**config.mk**
```make
export PLATFORM = sky130hd
export DESIGN_NAME = fir_channel_scheduler
export DESIGN_NICKNAME = d
export VERILOG_FILES = /design/src/rtl/fir_channel_scheduler.sv
export SDC_FILE = /design/constraint.sdc
export NUM_CORES = 1
export LEC_CHECK = 0
export ABC_CLOCK_PERIOD_IN_PS = 3600
export BUFFER_PORTS_ARGS = -buffer_cell sky130_fd_sc_hd__buf_2
export CAP_MARGIN = 10
export CORE_ASPECT_RATIO = 1.1
export CORE_MARGIN = 1
export CORE_UTILIZATION = 25
export CTS_CLUSTER_SIZE = 25
export DETAILED_ROUTE_END_ITERATION = 7
export PLACE_DENSITY = 0.43
export SLEW_MARGIN = 5
export SYNTH_ARGS = -nofsm -noshare
export SYNTH_HDL_FRONTEND = slang
export SYNTH_SLANG_ARGS = --single-unit
```
**constraint.sdc**
```tcl
create_clock -name clk -period 3.6 [get_ports clk]
set_input_delay 0.36 -clock clk [delete_from_list [all_inputs] [get_ports clk]]
set_output_delay 0.36 -clock clk [all_outputs]
set_load 0.02 [all_outputs]
```
**src/rtl/fir_channel_scheduler.sv**
```systemverilog
// Round-robin scheduler that time-shares one FIR MAC datapath between N_CH channels.
// Grants are issued combinationally in IDLE; tap sequencing and result handshake are registered.
module fir_channel_scheduler #(
    parameter int unsigned N_CH   = 4,
    parameter int unsigned LENGTH = 8,
    parameter int unsigned CSEL_W = 8,
    parameter int unsigned CH_W   = 2
) (
    input  logic              clk,
    input  logic              reset,
    input  logic [N_CH-1:0]   chan_enable,
    input  logic [N_CH-1:0]   input_valid,
    output logic [N_CH-1:0]   input_ready,
    output logic              load_fir_input,
    output logic              reset_fir_output,
    output logic [CSEL_W-1:0] coef_select,
    output logic [CH_W-1:0]   ch_sel,
    output logic              shift_enable,
    output logic              output_valid,
    input  logic              output_ready,
    output logic [CH_W-1:0]   out_channel,
    output logic              busy
);

    localparam int unsigned PAD = 2 ** CH_W;

    typedef enum logic [1:0] {IDLE, CLEAR, CALC, DONE} state_t;

    state_t          state;
    logic [CH_W-1:0] last_grant;
    logic [CH_W-1:0] grant_idx;
    logic [CH_W-1:0] cand;
    logic            grant_found;
    logic [N_CH-1:0] req;
    logic [PAD-1:0]  req_pad;

    assign req = input_valid & chan_enable;

    // Search starts one past the previous owner so every channel gets a turn.
    always_comb begin
        req_pad     = PAD'(req);
        grant_idx   = '0;
        grant_found = 1'b0;
        cand        = '0;
        for (int unsigned i = 1; i <= N_CH; i++) begin
            cand = CH_W'((32'(last_grant) + i) % N_CH);
            if (!grant_found && req_pad[cand]) begin
                grant_found = 1'b1;
                grant_idx   = cand;
            end
        end
    end

    // Same-cycle strobes; suppressed while reset is pending so nothing leaks out.
    always_comb begin
        input_ready    = '0;
        load_fir_input = 1'b0;
        shift_enable   = 1'b0;
        if (!reset) begin
            if (state == IDLE && grant_found) begin
                input_ready    = N_CH'(1) << grant_idx;
                load_fir_input = 1'b1;
            end
            if (state == DONE && output_ready) begin
                shift_enable = 1'b1;
            end
        end
    end

    always_ff @(posedge clk) begin
        if (reset) begin
            state            <= IDLE;
            last_grant       <= CH_W'(N_CH - 1);
            ch_sel           <= '0;
            coef_select      <= '0;
            reset_fir_output <= 1'b0;
            output_valid     <= 1'b0;
            out_channel      <= '0;
            busy             <= 1'b0;
        end else begin
            case (state)
                IDLE: begin
                    if (grant_found) begin
                        ch_sel           <= grant_idx;
                        reset_fir_output <= 1'b1;
                        busy             <= 1'b1;
                        state            <= CLEAR;
                    end
                end
                CLEAR: begin
                    reset_fir_output <= 1'b0;
                    coef_select      <= '0;
                    state            <= CALC;
                end
                CALC: begin
                    if (coef_select == CSEL_W'(LENGTH - 1)) begin
                        coef_select  <= '0;
                        output_valid <= 1'b1;
                        out_channel  <= ch_sel;
                        state        <= DONE;
                    end else begin
                        coef_select <= coef_select + 1'b1;
                    end
                end
                DONE: begin
                    if (output_ready) begin
                        output_valid <= 1'b0;
                        last_grant   <= ch_sel;
                        busy         <= 1'b0;
                        state        <= IDLE;
                    end
                end
                default: state <= IDLE;
            endcase
        end
    end

endmodule
```
Word-level counts from Yosys, hierarchy flattened

Cells that the tools add are included.

Output and inout bits: 21
Input bits: 11
Register bits after elaboration: 19
Word-level logic and storage cells: 80

Mux-type cells: 34
Shift-type cells: 1
Reduce and logical (&&, ||, !) cells: 20
Add/sub/neg operators: 5
Bitwise logic cells: 1
$lt $le $gt $ge: 4
Eq/ne operators: 7

Operator list:

| cell                                                                          | number |
|---|---|
| 8-bit case mux with 2 select lines                                            | 1 |
| 1-bit 2-to-1 mux                                                              | 15 |
| 2-bit 2-to-1 mux                                                              | 7 |
| 2-bit by 3-bit less-than comparator with 1-bit output (second input constant) | 4 |
| 3-bit AND reduction                                                           | 3 |
| 8-bit by 1-bit adder with 8-bit output (second input constant)                | 1 |
| 1-bit binary-select mux with 2-bit select                                     | 4 |
| 8-bit by 3-bit equality test with 1-bit output (second input constant)        | 1 |
| 4-bit 2-to-1 mux                                                              | 2 |
| 8-bit 2-to-1 mux                                                              | 1 |
| 2-bit case mux with 4 select lines                                            | 1 |
| 2-bit AND reduction                                                           | 4 |
| 2-bit nonzero test                                                            | 4 |
| 2-bit inequality test (second input constant)                                 | 3 |
| 1-bit case mux with 2 select lines                                            | 3 |
| 1-bit logical AND                                                             | 5 |
| 2-bit by 1-bit adder with 2-bit output (second input constant)                | 2 |
| 2-bit adder (second input constant)                                           | 2 |
| 4-bit AND                                                                     | 1 |
| 2-bit equality test (second input constant)                                   | 2 |
| 1-bit by 2-bit << shifter with 4-bit output (first input constant)            | 1 |
| 1-bit logical NOT                                                             | 3 |
| 2-bit by 1-bit equality test with 1-bit output (second input constant)        | 1 |
| 2-bit logical NOT                                                             | 1 |

Depth between registers and ports, before layout

Gate-level depths: netlist of the first run.

Depth after elaboration: 16
Gate-level depth with buffers: 7
Depth with buffers taken out: 6

Worst setup path after synthesis of the first run

No wires, ideal clock.

Kind: in2out
Start point: input input_valid[0]
End point: output input_ready[3]
Data required time: 3,240 ps
Setup slack: 1,721 ps
Stages: 4
Path buffers: 0
Data arrival time: 1,519 ps
Cells stage by stage: and2_1 o211ai_1 a21oi_2 nor4_1

Cells in the longest elaborated chain, start to end: 16
Elaborated cells between the ends (all ways): 27
Those cells by class: shift (1); mux (18); bitwise (1); reduce/logical (7)

Ends and longest elaborated chain:

| item                                                                             | line   | RTL |
|---|---|---|
| start: declaration                                                               | 12     | `input logic [N_CH-1:0] input_valid,` |
| 4-bit AND *                                                                      | 37     | `assign req = input_valid & chan_enable;` |
| 1-bit binary-select mux with 2-bit select                                        | 47     | `if (!grant_found && req_pad[cand]) begin` |
| 1-bit 2-to-1 mux (implied by the code)                                           | 47     |  |
| 1-bit 2-to-1 mux                                                                 | 47     |  |
| 1-bit logical NOT                                                                | 47     |  |
| 1-bit logical AND                                                                | 47     |  |
| 1-bit 2-to-1 mux                                                                 | 47     |  |
| 1-bit logical NOT                                                                | 47     |  |
| 1-bit logical AND                                                                | 47     |  |
| 1-bit 2-to-1 mux                                                                 | 47     |  |
| 1-bit logical NOT                                                                | 47     |  |
| 1-bit logical AND                                                                | 47     |  |
| 2-bit 2-to-1 mux or 1-bit 2-to-1 mux (tied branches)                             | 47     |  |
| 1-bit by 2-bit << shifter with 4-bit output or 1-bit logical AND (tied branches) | 61, 60 |  |
| 4-bit 2-to-1 mux *                                                               | 60     | `if (state == IDLE && grant_found) begin` |
| 4-bit 2-to-1 mux *                                                               | 59     | `if (!reset) begin` |
| end: declaration                                                                 | 13     | `output logic [N_CH-1:0] input_ready,` |

Every way passes the cells marked *; elsewhere a longest branch is shown, timed or not. The select of a mux whose other input is x is not followed.

Worst setup path after layout of the first run

Start point: register last_grant[0]
End point: output input_ready[2]

Cells in the longest elaborated chain, start to end: 16
Elaborated cells between the ends (all ways): 30
Those cells by class: add/sub (4); shift (1); mux (18); reduce/logical (7)

Ends and longest elaborated chain:

| item                                                                             | line   | RTL |
|---|---|---|
| start: declaration                                                               | 30     | `logic [CH_W-1:0] last_grant;` |
| start signal: assignment                                                         | 73     | `last_grant <= CH_W'(N_CH - 1);` |
| start signal: assignment                                                         | 108    | `last_grant <= ch_sel;` |
| 2-bit by 1-bit adder with 2-bit output                                           | 46     | `cand = CH_W'((32'(last_grant) + i) % N_CH);` |
| 1-bit binary-select mux with 2-bit select                                        | 47     |  |
| 1-bit 2-to-1 mux (implied by the code)                                           | 47     |  |
| 1-bit 2-to-1 mux                                                                 | 47     |  |
| 1-bit logical NOT                                                                | 47     |  |
| 1-bit logical AND                                                                | 47     |  |
| 1-bit 2-to-1 mux                                                                 | 47     |  |
| 1-bit logical NOT                                                                | 47     |  |
| 1-bit logical AND                                                                | 47     |  |
| 1-bit 2-to-1 mux                                                                 | 47     |  |
| 1-bit logical NOT                                                                | 47     |  |
| 1-bit logical AND                                                                | 47     |  |
| 2-bit 2-to-1 mux or 1-bit 2-to-1 mux (tied branches)                             | 47     |  |
| 1-bit by 2-bit << shifter with 4-bit output or 1-bit logical AND (tied branches) | 61, 60 |  |
| 4-bit 2-to-1 mux *                                                               | 60     |  |
| 4-bit 2-to-1 mux *                                                               | 59     |  |

Marked as above.

==> results of run 1 <==
-- power by group --
part / total [W] / internal (W) / switching [W]
clock: 0.000150 / 0.0000771 / 0.0000729
sequential: 0.000271 / 0.000242 / 0.0000286
combinational: 0.000327 / 0.000128 / 0.000199
-- synthesized netlist by cell type, drive strengths merged, types with 2 or more instances --
cell	count	area (um^2)
nor2	17	63.8
a21o	2	15.0
dfxtp	19	380
o21ai	2	10.0
a21boi	2	15.0
ha	6	75.1
a22oi	2	15.0
nand2b	2	12.5
mux2i	2	20.0
and3b	3	27.5
inv	4	15.0
xor2	5	43.8
and3	4	25.0
a21oi	7	38.8
a22o	2	17.5
nand3	9	45.0
clkbuf	4	15.0
a211oi	2	20.0
nand4	5	31.3
a211o	2	18.8
a31o	2	17.5
a32oi	2	17.5
nand2	4	15.0
-- final cells by class --
type | instances | area, um^2
multi-input cells | 94 | 663
clock inverters | 1 | 5.00
fillers | 440 | 2730
flip-flops and latches | 19 | 380
clock buffers | 3 | 41.3
inverters | 4 | 15.0
repair buffers | 31 | 155
well taps | 52 | 65.1
-- through the flow --
stage	utilization	instance area, um^2	hold slack (ps)	instances	total power (W)
floorplan	-	1070	460	121	0.000514
global placement	0.315	1280	484	200	0.000598
detailed placement	0.315	1280	487	200	0.000605
CTS	0.327	1330	461	204	0.000763
global route	0.327	1330	481	204	0.000810
finish	0.327	1330	463	204	0.000747
-- registers in the layout, indices dropped and copies added, names as in the netlist --
register	flops
reset_fir_output	1
last_grant	2
ch_sel	2
busy	1
coef_select	8
out_channel	2
state	2
output_valid	1
-- cells by family (layout without fill, tap and decap cells) --
family | after synthesis | count (layout)
fa+ha+maj | 6 | 6
xor+xnor | 6 | 6
buf+inv | 8 | 39
flops | 19 | 19
simple gates | 50 | 50
compound gates | 30 | 30
mux | 2 | 2
-- per-layer routing --
| layer | routed length, um | share of wire | vias to the layer above | track usage |
|---|---|---|---|---|
| li1 | - | - | 507 | - |
| met4 | 50 | 0.020 | 0 | 0.0593 |
| met5 | 0 | 0 | - | 0 |
| met1 | 1160 | 0.45 | 454 | 0.147 |
| met3 | 109 | 0.043 | 5 | 0.0194 |
| met2 | 1230 | 0.48 | 25 | 0.208 |
-- worst paths after layout --
path	from	end	cells after the start
min reg2reg	ch_sel[1]	ch_sel[1]	2
max reg2reg	coef_select[0]	coef_select[5]	5
max	last_grant[0]	input_ready[2]	5
min	reset	output_valid	2
-- critical path, delay by kind of cell, from the launching register on --
family	cells	cell delay [ps]
compound gates	2	540
simple gates	2	410
flops	1	370
buf+inv	1	160
==> impl_metrics.csv, run 1 <==
group,metric,value,unit
final_layout,final_cell_mix,"buf_2, dfxtp_1, nor2_1",
critical_path,cp-start-kind,"flop",
sta,grt_setup_unrepaired,"no",
sta,layout_min_cycle_time,2100,ps
final_layout,final_common_cell,"buf_2",
floorplanning,rows,24,
critical_path,r2r_slack,1870,ps
critical_path,max_stage_delay,370,ps
synthesis,synth_compound_area_frac,0.214,
synthesis,yosys_most_used_dff,"dfxtp_1",
clock_network,clockBufferDepth,2,
pwr,ir_drop,0.147,mV
clock_network,htreeDepth,1,
synthesis,syn_avg_cell_area,8.87,um^2
placed_design,dp_hpwl,2000,um
pwr,p_leak,0.610,nW
detailed_routing,drt_iter0_drc,40,
pwr,p_per_area,564,mW/mm^2
detailed_routing,drtPass1Iterations,4,
sta,worstMarginPinSlew,403,ps
clock_network,cts_buffers,3,
synthesis,synth_xor_xnor_area_share,0.0490,
placed_design,io_buffers,31,
clock_network,cts_tree,"built",
grt,gr-usage-all-layers,0.122,
detailed_routing,avgRoutedWirePerCell,12.5,um
synthesis,synth.net_count,138,
grt,grt.overflow.total,0,
synthesis,synth_cells,121,
grt,grt_pass1_vias,947,
sta,fmax,475,MHz
clock_network,post_cts_buffers,0,
detailed_routing,avgViaCountPerCell,4.86,
floorplanning,die_w,64.5,um
sta,setup_tns,0,ps
floorplanning,initial_core_util,0.265,
synthesis,ys_types,42,
critical_path,cp_max_fo,5,
detailed_routing,drc,0,
grt,grt_pass1_wl,4340,um
critical_path,path_cells,"and3b_1 -> a311o_1 -> a21oi_2 -> and4bb_1 -> buf_2",
final_layout,area_growth,23.4,%
clock_network,holdBufCountCts,0,
synthesis,synthSimpleGateAreaFrac,0.266,
floorplanning,core,0.00405,mm^2
sta,final-setup-viol-count,0,
synthesis,synth_area,0.00107,mm^2
grt,grt_max_degree,19,
sta,skew,3.18,ps
final_layout,drive_above_1_share,0.283,
run_status,status,"complete, no violations",
synthesis,synthArstFlopShare,0,
critical_path,arrival,1740,ps
final_layout,diodes,0,
detailed_routing,via_count,991,
sta,hold_viol_final,0,
synthesis,synth_top_family_by_area,"simple AND/OR/NAND/NOR gates",
synthesis,synthAdderAreaFrac,0.0699,
grt,antenna_found_initial,0,
final_layout,finalNetCount,170,
synthesis,yosysWarnings,0,
clock_network,cts_root_buf,"clkbuf_8",
clock_network,clk_latency,260,ps
synthesis,synth-edff-count,0,
detailed_routing,wirelength,2550,um
floorplanning,die_area,0.00456,mm^2
critical_path,worstPathRequired,3240,ps
synthesis,synthMuxAreaShare,0.0186,
sta,drv_slew,0,
job,cap_violations,0,
sta,relSlewSlack,0.731,
critical_path,crit_slowest_cell,"dfxtp_1",
min_path,holdCritPathClass,"in2reg",
sta,setup_ws,1500,ps
synthesis,ys_ff_latch,19,
clock_network,path_clk_slew,70,ps
critical_path,critical_path_class,"reg2out",
synthesis,seq_area_frac_synth,0.354,
placed_design,place.gp.congestion,0.817,
clock_network,post_cts_resized,0,
detailed_routing,ant_nets,0,
floorplanning,ioPinCount,32,
clock_network,cts.sinks,19,
sta,finalCritPeriodShare,0.585,
critical_path,crit_path_end_kind,"output pin",
floorplanning,dieHeight,70.7,um
placed_design,place_worst_setup_slack,1670,ps
(Power assumes the default switching activity.)
==> run 2, diff against run 1 <==
--- a/config.mk
+++ b/config.mk
@@ -5,7 +5,7 @@
 export SDC_FILE = /design/constraint.sdc
 export NUM_CORES = 1
 export LEC_CHECK = 0
-export ABC_CLOCK_PERIOD_IN_PS = 3600
+export ABC_CLOCK_PERIOD_IN_PS = 1950
 export BUFFER_PORTS_ARGS = -buffer_cell sky130_fd_sc_hd__buf_2
 export CAP_MARGIN = 10
 export CORE_ASPECT_RATIO = 1.1
==> constraint.sdc (replaced) <==
create_clock -name clk -period 1.95 [get_ports clk]
set_input_delay 0.195 -clock clk [delete_from_list [all_inputs] [get_ports clk]]
set_output_delay 0.195 -clock clk [all_outputs]
set_load 0.02 [all_outputs]
==> run 2 against run 1 <==
Against the previous run:
- sequential power grew 83%
- via count rose by 3.7%
- power up 94%
- critical path depth unchanged
- largest cell class unchanged
- register-to-register slack lost 1600 ps
- first-iteration DRC count is 2.5% higher
- global-route usage is 0.18 points higher
- sequential cell count unchanged
- combinational power grew 110%
- worst hold slack got worse by 170 ps
- non-clock buffer count is 4 higher
- clock-buffer cell count did not move
==> impl_metrics.csv, run 2 (same netlist as run 1, synthesis figures left out) <==
group,metric,value,unit
floorplanning,rows,24,
pwr,p_int,0.000870,W
grt,grt_pass1_wl,4490,um
clock_network,cts_tree,"built",
critical_path,arrival,1680,ps
pwr,pwr-share-comb,0.464,
critical_path,cp-start-kind,"flop",
sta,finalCritPeriodShare,0.960,
grt,top_usage_layer,"met2",
final_layout,drive_above_1_share,0.314,
final_layout,regArea,382,um^2
detailed_routing,drtPass1Iterations,4,
floorplanning,die_w,64.5,um
sta,layout_min_cycle_time,1870,ps
sta,final-setup-viol-count,0,
pwr,p_per_area,1060,mW/mm^2
clock_network,path_clk_slew,80,ps
placed_design,place.gp.congestion,0.776,
grt,antenna_found_initial,0,
pwr,switchingPower,0.000577,W
grt,use_met1,0.147,
min_path,holdCritPathClass,"in2reg",
placed_design,io_buffers,31,
floorplanning,core,0.00405,mm^2
critical_path,critical_path_class,"reg2out",
sta,drv_slew,0,
clock_network,clk_latency,260,ps
sta,fmax,534,MHz
placed_design,placed_area,0.00130,mm^2
final_layout,largest_reg_flops,8,
pwr,p_leak,0.633,nW
clock_network,cts_buffers,3,
grt,grt_pass1_vias,984,
critical_path,cp_max_fo,5,
detailed_routing,avgRoutedWirePerCell,12.9,um
grt,gr-usage-met3,0.0290,
critical_path,worstPathRequired,1750,ps
final_layout,fillers,443,
floorplanning,ioPinCount,32,
final_layout,final_common_cell,"buf_2",
pwr,sequentialPowerShare,0.343,
clock_network,clockBufferDepth,2,
pwr,p_clk_frac,0.192,
sta,grt_setup_unrepaired,"no",
final_layout,finish.instance_area,0.00137,mm^2
pwr,ir_drop,0.485,mV
critical_path,max_stage_delay,360,ps
placed_design,dp_hpwl,2070,um
detailed_routing,drt_iter0_drc,41,
job,cap_violations,0,
detailed_routing,via_count,1028,
grt,grt.overflow.total,0,
pwr,finalPower,0.00145,W
critical_path,crit_path_end_kind,"output pin",
sta,worstMarginPinSlew,406,ps
final_layout,final_cell_mix,"buf_2, dfxtp_1, nor2_1",
critical_path,crit_slowest_cell,"a311o_1",
sta,hold_viol_final,0,
clock_network,cts.sinks,19,
detailed_routing,wirelength,2680,um
grt,grt_max_degree,19,
sta,relSlewSlack,0.729,
final_layout,area_growth,27.4,%
grt,use_met2,0.226,
run_status,status,"complete, no violations",
detailed_routing,avgViaCountPerCell,4.94,
detailed_routing,ant_nets,0,
critical_path,critPathBufInv,1,
final_layout,multiInputGateArea,674,um^2
sta,hold_slack,296,ps
final_layout,regMostFlops,"coef_select",
final_layout,finalNetCount,174,
clock_network,holdBufCountCts,0,
floorplanning,die_area,0.00456,mm^2
grt,gr-usage-all-layers,0.124,
detailed_routing,drc,0,
clock_network,cts_root_buf,"clkbuf_8",
clock_network,htreeDepth,1,
final_layout,diodes,0,
floorplanning,initial_core_util,0.265,
sta,setup_tns,0,ps
floorplanning,dieHeight,70.7,um
pwr,swShare,0.399,
critical_path,path_cells,"and3b_1 -> a311o_1 -> a21oi_4 -> and4bb_1 -> buf_2",
sta,skew,8.65,ps
critical_path,cpLargestDelayFamily,"compound AO/OA/AOI/OAI gates",
-- run 2: area by class of cell --
| type | count | area share |
|---|---|---|
| clock inverter | 1 | 0.00366 |
| multi-input combinational | 94 | 0.493 |
| sequential | 19 | 0.279 |
| tap | 52 | 0.0476 |
| inverter | 4 | 0.0110 |
| clock buffer | 3 | 0.0302 |
| timing repair buffer | 35 | 0.135 |
-- run 2: per-layer routing --
layer	routed length, um	share of wire
met1	1190	0.44
met2	1330	0.50
met3	135	0.050
met4	17	0.0064
met5	0	0
-- run 2: path summary, 6_finish.rpt --
path / to / startpoint / cells after the start / slack (ps)
worst max-delay path: input_ready[2] / last_grant[0] / 5 / 80
worst min-delay path: busy / output_ready / 3 / 300
worst max register to register: coef_select[4] / coef_select[1] / 5 / 300
worst min register to register: last_grant[0] / last_grant[0] / 1 / 490
-- run 2: worst register-to-register path, delay by kind of cell (launching register included) --
kind,cells,cell delay (ps)
adder cells (fa/ha/maj),1,260
AND/OR/NAND/NOR,2,370
AO/OA/AOI/OAI,2,480
flip-flops,1,420
-- run 2: what timing repair did --
action	4_1_cts	5_1_grt
resized for setup	1	2
cloned	0	0
setup buffers	0	1
pin swaps	1	1
endpoints found under the setup margin	1	3
-- run 2: power groups by stage --
| stage | Combinational (W) | Sequential [W] | Clock [W] |
|---|---|---|---|
| 2_1_floorplan | 0.000411 | 0.000538 | 0 |
| 3_3_place_gp | 0.000648 | 0.000503 | 0 |
| 3_5_place_dp | 0.000654 | 0.000507 | 0 |
| 4_1_cts | 0.000657 | 0.000498 | 0.000297 |
| 5_1_grt | 0.000751 | 0.000508 | 0.000310 |
| 6_report | 0.000672 | 0.000497 | 0.000278 |
-- run 2: through the flow --
step | instances | utilization | setup WS (ps)
6_report | 208 | 0.337 | 77.8
5_1_grt | 208 | 0.337 | 6.76
4_1_cts | 207 | 0.333 | 21.8
3_5_place_dp | 203 | 0.321 | 277
3_3_place_gp | 203 | 0.321 | 289
2_1_floorplan | 121 | - | 329
==> run 3, diff against run 2 <==
--- a/config.mk
+++ b/config.mk
@@ -14,6 +14,7 @@
 export CTS_CLUSTER_SIZE = 25
 export DETAILED_ROUTE_END_ITERATION = 7
 export PLACE_DENSITY = 0.43
+export RECOVER_POWER = 100
 export SLEW_MARGIN = 5
 export SYNTH_ARGS = -nofsm -noshare
 export SYNTH_HDL_FRONTEND = slang
==> run 3 against run 2 <==
Against the previous run:
- clock-buffer cell count is the same
- first-iteration DRC count increased by 2.4%
- largest power group unchanged
- clock power barely moved
==> impl_metrics.csv, run 3 (same netlist as run 1, synthesis figures left out) <==
group,metric,value,unit
placed_design,place.gp.congestion,0.776,
job,cap_violations,0,
critical_path,critPathBufInv,1,
clock_network,htreeDepth,1,
grt,grt_pass1_wl,4490,um
floorplanning,die_w,64.5,um
floorplanning,ioPinCount,32,
critical_path,worst-path-stages,5,
sta,setup_tns,0,ps
detailed_routing,drt_iter0_drc,42,
final_layout,final_cell_mix,"clkbuf_1, dfxtp_1, nor2_1",
clock_network,path_clk_slew,80,ps
min_path,holdPathStages,3,
grt,antenna_found_initial,0,
grt,grt.overflow.total,0,
sta,skew,9.05,ps
run_status,status,"complete, no violations",
grt,grt_pass1_vias,984,
detailed_routing,via_count,1021,
min_path,holdCritPathClass,"in2reg",
critical_path,cpLargestDelayFamily,"compound AO/OA/AOI/OAI gates",
floorplanning,rows,24,
final_layout,diodes,0,
sta,final-setup-viol-count,0,
clock_network,cts_tree,"built",
critical_path,r2r_cells,5,
pwr,p_int,0.000833,W
sta,finalCritPeriodShare,0.959,
clock_network,clockBufferDepth,2,
final_layout,drive_above_1_share,0.192,
detailed_routing,ant_nets,0,
critical_path,cp_max_fo,5,
sta,drv_slew,0,
placed_design,io_buffers,31,
final_layout,regMostFlops,"coef_select",
pwr,p_clk_frac,0.198,
final_layout,area_growth,24.7,%
critical_path,crit_path_end_kind,"output pin",
sta,relSlewSlack,0.730,
pwr,swShare,0.409,
grt,gr-usage-all-layers,0.124,
pwr,sequentialPowerShare,0.353,
critical_path,cp-start-kind,"flop",
pwr,switchingPower,0.000578,W
final_layout,instances_no_fill,208,
pwr,p_per_area,1050,mW/mm^2
critical_path,crit_slowest_cell,"a311o_1",
pwr,pwr-share-comb,0.449,
final_layout,finish.instance_area,0.00134,mm^2
critical_path,critical_path_class,"reg2out",
placed_design,dp_hpwl,2070,um
sta,hold_viol_final,0,
final_layout,largest_reg_flops,8,
detailed_routing,avgRoutedWirePerCell,12.8,um
final_layout,finalNetCount,174,
detailed_routing,avgViaCountPerCell,4.91,
clock_network,cts_root_buf,"clkbuf_8",
detailed_routing,drtPass1Iterations,4,
sta,grt_setup_unrepaired,"no",
placed_design,placed_area,0.00130,mm^2
final_layout,final_common_cell,"clkbuf_1",
pwr,p_leak,0.552,nW
sta,layout_min_cycle_time,1870,ps
clock_network,clk_latency,260,ps
sta,worstMarginPinSlew,406,ps
placed_design,dp.cells,203,
critical_path,arrival,1670,ps
critical_path,path_cells,"and3b_1 -> a311o_1 -> a21oi_4 -> and4bb_1 -> buf_2",
floorplanning,dieHeight,70.7,um
floorplanning,core,0.00405,mm^2
sta,fmax,535,MHz
clock_network,cts_buffers,3,
critical_path,worstPathRequired,1750,ps
sta,hold_slack,295,ps
critical_path,max_stage_delay,360,ps
floorplanning,initial_core_util,0.265,
pwr,ir_drop,0.437,mV
final_layout,fillers,453,
detailed_routing,drc,0,
grt,grt_max_degree,19,
clock_network,cts.sinks,19,
detailed_routing,wirelength,2670,um
floorplanning,die_area,0.00456,mm^2
==> run 3: cell count changes in the layout (fill, tap and decap cells not counted), sizes merged <==
cell	delta
buf	-21
clkbuf	+21
==> run 3: cell type report <==
cell class | count | area, um^2 | share of cell area
clock buffer | 3 | 41.3 | 0.0308
clock inverter | 1 | 5.00 | 0.00374
inverter | 4 | 15.0 | 0.0112
multi-input combinational | 94 | 674 | 0.504
sequential | 19 | 382 | 0.285
tap | 52 | 65.1 | 0.0486
timing repair buffer | 35 | 156 | 0.117
==> run 3: per-layer routing <==
layer,global-route usage,up-vias,part of all wire
li1,-,516,-
met1,0.147,485,0.46
met2,0.226,18,0.50
met3,0.0290,2,0.040
met4,0.0222,0,0.0064
met5,0,-,0
==> run 3: worst min-delay path: cells and delay by family <==
| kind | cells | cell delay (ps) |
|---|---|---|
| buf+inv | 1 | 130 |
| compound gates | 2 | 180 |
==> run 3: metrics by stage <==
step,utilization,total power (W),worst slack (ps)
finish,0.330,0.00141,80.3
global route,0.330,0.00153,5.36
CTS,0.333,0.00145,21.8
detailed placement,0.321,0.00116,277
global placement,0.321,0.00115,289
floorplan,-,0.000949,329
==> run 3: worst paths after layout <==
check | startpoint | to | slack [ps]
setup / recovery | last_grant[0] | input_ready[2] | 80
hold / removal | output_ready | busy | 290
setup reg to reg | coef_select[1] | coef_select[4] | 280
hold reg to reg | last_grant[0] | last_grant[0] | 490
==> run 3: repair_timing <==
action                     CTS  global route
setup endpoints to repair    1             3
hold buffers                 0             0
setup buffers                0             1
pin swaps                    1             1
gates resized for setup      1             2
==> run 3: power by group through the flow <==
| stage | Sequential [W] | Combinational, W | Clock (W) |
|---|---|---|---|
| after detailed placement | 0.000507 | 0.000654 | 0 |
| after global placement | 0.000503 | 0.000648 | 0 |
| after floorplan | 0.000538 | 0.000411 | 0 |
| final | 0.000498 | 0.000633 | 0.000279 |
| after CTS | 0.000498 | 0.000657 | 0.000297 |
| after global routing | 0.000509 | 0.000713 | 0.000310 |
